<file path="src/rtl/dispense_sequencer_if.sv">
// Request/servo bus of the dispense sequencer; the sequencer takes the slave side.
interface dispense_sequencer_if;
    logic       req_valid;
    logic [3:0] req_med;
    logic [2:0] req_count;
    logic       req_ready;
    logic [3:0] med;
    logic       busy;
    logic       done;
    logic       err;

    modport master (
        output req_valid, req_med, req_count,
        input  req_ready, med, busy, done, err
    );

    modport slave (
        input  req_valid, req_med, req_count,
        output req_ready, med, busy, done, err
    );
endinterface

</file>
<file path="src/rtl/dispense_sequencer.sv">
// Steps the servo code home->compartment->home per pill, then pulses done (err on reject/abort).
// Latency: med follows the handshake edge; k pills take k*(MOVE+HOLD+RET)+1 busy cycles.
// Backpressure: req_ready only in IDLE, no queueing. Macro PILL_SENSE_EN adds drop sensing.
module dispense_sequencer #(
    parameter logic [31:0] MOVE_CYC    = 32'd25_000_000,
    parameter logic [31:0] HOLD_CYC    = 32'd10_000_000,
    parameter logic [31:0] RET_CYC     = 32'd25_000_000
`ifdef PILL_SENSE_EN
   ,parameter logic [31:0] TIMEOUT_CYC = 32'd50_000_000
`endif
) (
    input  logic                       clk,
    input  logic                       rst_n,
    dispense_sequencer_if.slave        bus
`ifdef PILL_SENSE_EN
   ,input  logic                       pill_det
`endif
);

    localparam logic [2:0] ST_IDLE   = 3'd0;
    localparam logic [2:0] ST_MOVE   = 3'd1;
    localparam logic [2:0] ST_HOLD   = 3'd2;
    localparam logic [2:0] ST_RETURN = 3'd3;
    localparam logic [2:0] ST_SENSE  = 3'd4;
    localparam logic [2:0] ST_DONE   = 3'd5;
    localparam logic [2:0] ST_ERR    = 3'd6;

    logic [2:0]  state;
    logic [3:0]  med_q;
    logic [3:0]  target;
    logic [31:0] timer;
    logic [2:0]  remaining;

    logic code_ok;
    logic accept_ok;

    assign code_ok   = (bus.req_med == 4'h7) || (bus.req_med == 4'h8) ||
                       (bus.req_med == 4'h9) || (bus.req_med == 4'hC);
    assign accept_ok = code_ok && (bus.req_count != 3'd0);

    assign bus.med       = med_q;
    assign bus.req_ready = (state == ST_IDLE);
    assign bus.busy      = (state != ST_IDLE);
    assign bus.done      = (state == ST_DONE);
    assign bus.err       = (state == ST_ERR);

`ifdef PILL_SENSE_EN
    logic [2:0] det_sync;
    logic       det_rise;
    logic       drop_seen;
    logic       enter_move;

    assign det_rise   = det_sync[1] & ~det_sync[2];
    assign enter_move = ((state == ST_IDLE) && bus.req_valid && accept_ok) ||
                        ((state == ST_SENSE) && drop_seen && (remaining != 3'd0));

    // det_sync[1:0] is the synchronizer; det_sync[2] is the previous sample for edge detect
    always_ff @(posedge clk or negedge rst_n) begin
        if (!rst_n) begin
            det_sync  <= 3'b000;
            drop_seen <= 1'b0;
        end else begin
            det_sync <= {det_sync[1:0], pill_det};
            if (enter_move)
                drop_seen <= 1'b0;
            else if (det_rise && ((state == ST_MOVE) || (state == ST_HOLD) ||
                                  (state == ST_RETURN) || (state == ST_SENSE)))
                drop_seen <= 1'b1;
        end
    end
`endif

    always_ff @(posedge clk or negedge rst_n) begin
        if (!rst_n) begin
            state     <= ST_IDLE;
            med_q     <= 4'h0;
            target    <= 4'h0;
            timer     <= 32'd0;
            remaining <= 3'd0;
        end else begin
            if (timer != 32'd0)
                timer <= timer - 32'd1;
            case (state)
                ST_IDLE: begin
                    if (bus.req_valid) begin
                        target    <= bus.req_med;
                        remaining <= bus.req_count;
                        if (accept_ok) begin
                            state <= ST_MOVE;
                            med_q <= bus.req_med;
                            timer <= MOVE_CYC - 32'd1;
                        end else begin
                            state <= ST_ERR;
                        end
                    end
                end
                ST_MOVE: begin
                    if (timer == 32'd0) begin
                        state <= ST_HOLD;
                        timer <= HOLD_CYC - 32'd1;
                    end
                end
                ST_HOLD: begin
                    if (timer == 32'd0) begin
                        state <= ST_RETURN;
                        med_q <= 4'h0;
                        timer <= RET_CYC - 32'd1;
                    end
                end
                ST_RETURN: begin
                    if (timer == 32'd0) begin
                        remaining <= remaining - 3'd1;
`ifdef PILL_SENSE_EN
                        state <= ST_SENSE;
                        timer <= TIMEOUT_CYC - 32'd1;
`else
                        if (remaining == 3'd1) begin
                            state <= ST_DONE;
                        end else begin
                            state <= ST_MOVE;
                            med_q <= target;
                            timer <= MOVE_CYC - 32'd1;
                        end
`endif
                    end
                end
`ifdef PILL_SENSE_EN
                ST_SENSE: begin
                    // a seen drop wins over a simultaneous timeout
                    if (drop_seen) begin
                        if (remaining == 3'd0) begin
                            state <= ST_DONE;
                            timer <= 32'd0;
                        end else begin
                            state <= ST_MOVE;
                            med_q <= target;
                            timer <= MOVE_CYC - 32'd1;
                        end
                    end else if (timer == 32'd0) begin
                        state     <= ST_ERR;
                        remaining <= 3'd0;
                    end
                end
`endif
                ST_DONE: begin
                    state     <= ST_IDLE;
                    remaining <= 3'd0;
                end
                ST_ERR: begin
                    state     <= ST_IDLE;
                    med_q     <= 4'h0;
                    remaining <= 3'd0;
                end
                default: begin
                    state <= ST_IDLE;
                    med_q <= 4'h0;
                end
            endcase
        end
    end

endmodule

</file>
<file path="src/flat_wrapper.sv">
// flat-port wrapper written by rule: the top's interface ports become plain ports
module dispense_sequencer_flat 
#(
    parameter logic [31:0] MOVE_CYC    = 32'd25_000_000,
    parameter logic [31:0] HOLD_CYC    = 32'd10_000_000,
    parameter logic [31:0] RET_CYC     = 32'd25_000_000

)
  (clk, rst_n, bus_req_valid, bus_req_med, bus_req_count, bus_req_ready, bus_med, bus_busy, bus_done, bus_err);
  dispense_sequencer_if bus_i ();
  input  logic clk;
  input  logic rst_n;
  input wire logic [$bits(bus_i.req_valid)-1:0] bus_req_valid;
  input wire logic [$bits(bus_i.req_med)-1:0] bus_req_med;
  input wire logic [$bits(bus_i.req_count)-1:0] bus_req_count;
  output wire logic [$bits(bus_i.req_ready)-1:0] bus_req_ready;
  output wire logic [$bits(bus_i.med)-1:0] bus_med;
  output wire logic [$bits(bus_i.busy)-1:0] bus_busy;
  output wire logic [$bits(bus_i.done)-1:0] bus_done;
  output wire logic [$bits(bus_i.err)-1:0] bus_err;
  assign bus_i.req_valid = bus_req_valid;
  assign bus_i.req_med = bus_req_med;
  assign bus_i.req_count = bus_req_count;
  assign bus_req_ready = bus_i.req_ready;
  assign bus_med = bus_i.med;
  assign bus_busy = bus_i.busy;
  assign bus_done = bus_i.done;
  assign bus_err = bus_i.err;
  dispense_sequencer #(.MOVE_CYC(MOVE_CYC), .HOLD_CYC(HOLD_CYC), .RET_CYC(RET_CYC)) u_core (.clk(clk), .rst_n(rst_n), .bus(bus_i));
endmodule
</file>
<file path="config.mk">
export PLATFORM = sky130hd
export DESIGN_NAME = dispense_sequencer_flat
export DESIGN_NICKNAME = d
export VERILOG_FILES = /design/src/rtl/dispense_sequencer_if.sv /design/src/rtl/dispense_sequencer.sv /design/src/flat_wrapper.sv
export SDC_FILE = /design/constraint.sdc
export NUM_CORES = 1
export LEC_CHECK = 0
export CAP_MARGIN = 20
export CORE_MARGIN = 2
export CORE_UTILIZATION = 30
export CTS_BUF_LIST = sky130_fd_sc_hd__clkbuf_4 sky130_fd_sc_hd__clkbuf_8 sky130_fd_sc_hd__clkbuf_16
export DETAILED_ROUTE_END_ITERATION = 7
export GPL_TIMING_DRIVEN = 0
export PLACE_DENSITY = 0.45
export SYNTH_ARGS = -nofsm -noshare
export SYNTH_HDL_FRONTEND = slang
export SYNTH_SLANG_ARGS = --single-unit
</file>
<file path="constraint.sdc">
create_clock -name clk -period 6.7 [get_ports clk]
set_clock_uncertainty 0.2 [all_clocks]
set_input_delay 1.34 -clock clk [delete_from_list [all_inputs] [get_ports clk]]
set_output_delay 1.34 -clock clk [all_outputs]
set_load 0.01 [all_outputs]
</file>
==> out/qor.yml <==
clk_pin_slew_ns: 0.09
synth_fp_nets: 307
synthFlopType: "dfrtp_1"
drc: 0
path_max_fanout: 10
grtUsageTotal: 0.161
gp_congestion: 0.766
cts_setup_buffers: 0
first_pass_iters: 4
cts_hold_buffers: 0
dieArea_um2: 10000
via_per_inst: 5.59
antenna_cells: 0
cts_sinks: 46
grt_max_degree: 34
status: "complete, no violations"
clk_latency_ns: 0.30
design_area_um2: 3220
drive_above_1_share: 0.134
placed_area_um2: 3100
overflow: 0
critPathKind: "reg -> out"
max-cap-violations: 0
cts-root-buf: "clkbuf_8"
grt_pass1_wl_mm: 12.4
powerDensity_nw_per_um2: 157
synth-simple-area-share: 0.272
io_pins: 18
grt_pass1_vias: 2290
cts_tree: "yes"
grtUsageMet2: 0.267
post_drt_wl_per_cell_um: 17.5
fin_util: 0.353
wirelength_mm: 7.57
route.vias.total: 2415
area_growth_syn_to_layout_pct: 16.2
synth.avg_cell_area_um2: 9.45
vdd_ir_drop_max_mv: 0.0617
min_period_over_period: 0.539
hold_viol: 0
core_um2: 9110
fmax_ghz: 0.277
setup_viol: 0
synth-edff-count: 0
synth.yosys.seq_area_share: 0.416
endpoint_kind: "primary output"
drtIter0Drc: 124
synthCells: 293
use_met3: 0.0258
drtAntennaViolNets: 0
top_usage_layer: "met2"
post-dp-hpwl_mm: 5.41
std_cell_rows: 35
layout_commonest_cell: "dfrtp_1"
min_path_type: "reg -> reg"
synth.area.mux_share: 0.0434
synth_xor_xnor_area_share: 0.0190
fin_nets: 334
crit_arrival_ns: 2.07
ys_warn_count: 0
async_flop_share: 1.00
layout_setup_ws_ns: 3.09
use_met1: 0.222
cts_made_buffers: 5
tns_ns: 0
start_util: 0.304
clockBufferDepth: 2
finalMaxSlewViolations: 0
dp_slack_ns: 2.72
cts_resized: 0
relSlewSlack: 0.474
antenna_found_initial: 0
synthesis.area_um2: 2770
rsz0062_at_grt: "false"
synth-compound-area-share: 0.195
htree_num_levels: 2
synthAdderAreaFrac: 0.0181
startpoint_type: "register"
p_leak_uw: 0.00110
synth_top_family_by_area: "simple AND/OR/NAND/NOR gates"
layout_common_cells: "dfrtp_1, nor2_1, o21ai_0, clkdlybuf4s50_1, nand2_1"
port_buffers: 17
die_w_um: 100
ys_ff_latch: 46
ys_types: 63
required_ns: 5.16
period_needed_ns: 3.61
die-height_um: 100
tightest_slew_ns: 0.789
-- routing by layer --
| layer | part of all wire | up-vias |
|---|---|---|
| met3 | 0.038 | 8 |
| met4 | 0.010 | 0 |
| met2 | 0.48 | 59 |
| met5 | 0 | - |
| li1 | - | 1188 |
| met1 | 0.47 | 1160 |
-- cell type report --
class / instances / area [µm²]
buffer: 11 / 68.8
clock buffer: 5 / 68.8
clock inverter: 3 / 43.8
fill: 955 / 5890
inverter: 9 / 33.8
multi-input combinational: 227 / 1520
sequential: 46 / 1150
tap: 111 / 139
timing repair buffer: 20 / 198
-- stage by stage --
stage               std cells  power (µW)  hold WS [ns]
finish                    432         506         0.314
global route              432         533         0.334
CTS                       431         519         0.318
detailed placement        423         300         0.294
global placement          421         299         0.289
floorplan                 293         285         0.280
-- path summary, 6_finish.rpt --
| check | startpoint | end | slack, ns | depth (start not counted) |
|---|---|---|---|---|
| worst max-delay path | u_core.state[0] | bus_done | 3.09 | 4 |
| worst min-delay path | u_core.target[2] | u_core.target[2] | 0.31 | 1 |
| worst max register to register | u_core.timer[20] | u_core.timer[6] | 3.27 | 7 |
| worst min register to register | u_core.target[2] | u_core.target[2] | 0.31 | 1 |
| max in group asynchronous | rst_n | u_core.state[2] | 5.08 | 2 |
| min in group asynchronous | rst_n | u_core.timer[22] | 0.72 | 1 |
-- worst max-delay path: stages, from the launching register on --
cell and delay (ns):
dfrtp_1 0.33, clkbuf_1 0.28, clkbuf_1 0.38, nor3b_1 0.23
clkdlybuf4s50_1 0.56
-- Yosys cell counts, drive strengths merged (3+ instances only) --
master,count,share of area
dfrtp,46,0.42
nor2,22,0.030
o21ai,16,0.029
or4,16,0.047
nand2,15,0.020
or3,14,0.035
nor3,13,0.023
a21oi,12,0.022
nand3,12,0.022
o31ai,11,0.030
clkbuf,10,0.021
inv,8,0.011
mux2,8,0.033
nor4,8,0.020
a31oi,5,0.011
xnor2,5,0.016
a22o,4,0.013
ha,4,0.018
nand4,4,0.0090
nor2b,4,0.0090
o211ai,4,0.011
o21a,4,0.011
and2,3,0.0068
mux2i,3,0.011
o41ai,3,0.0095
or2,3,0.0068
or4b,3,0.011
-- cells by family (layout without fill, tap and decap cells) --
kind of cell               after synthesis  in the layout
AOI/OAI and AO/OA                       78             78
buffers and inverters                   20             48
adders and majority gates                4              4
DFF                                     46             46
and+or+nand+nor                        128            128
xor gates and xnor gates                 6              6
muxes                                   11             11
-- registers in the layout, indices dropped and copies added, names as in the netlist --
| register | count |
|---|---|
| u_core.remaining | 3 |
| u_core.state | 3 |
| u_core.target | 4 |
| u_core.bus.med | 4 |
| u_core.timer | 32 |
-- where the power goes --
group          internal [µW]  switching, µW  leakage [µW]  total (µW)
combinational           6.54           9.46      0.000548        16.0
clock                    112            101     0.0000585         213
sequential               277              0      0.000497         277
total                    396            110       0.00110         506
(Power assumes the default switching activity.)
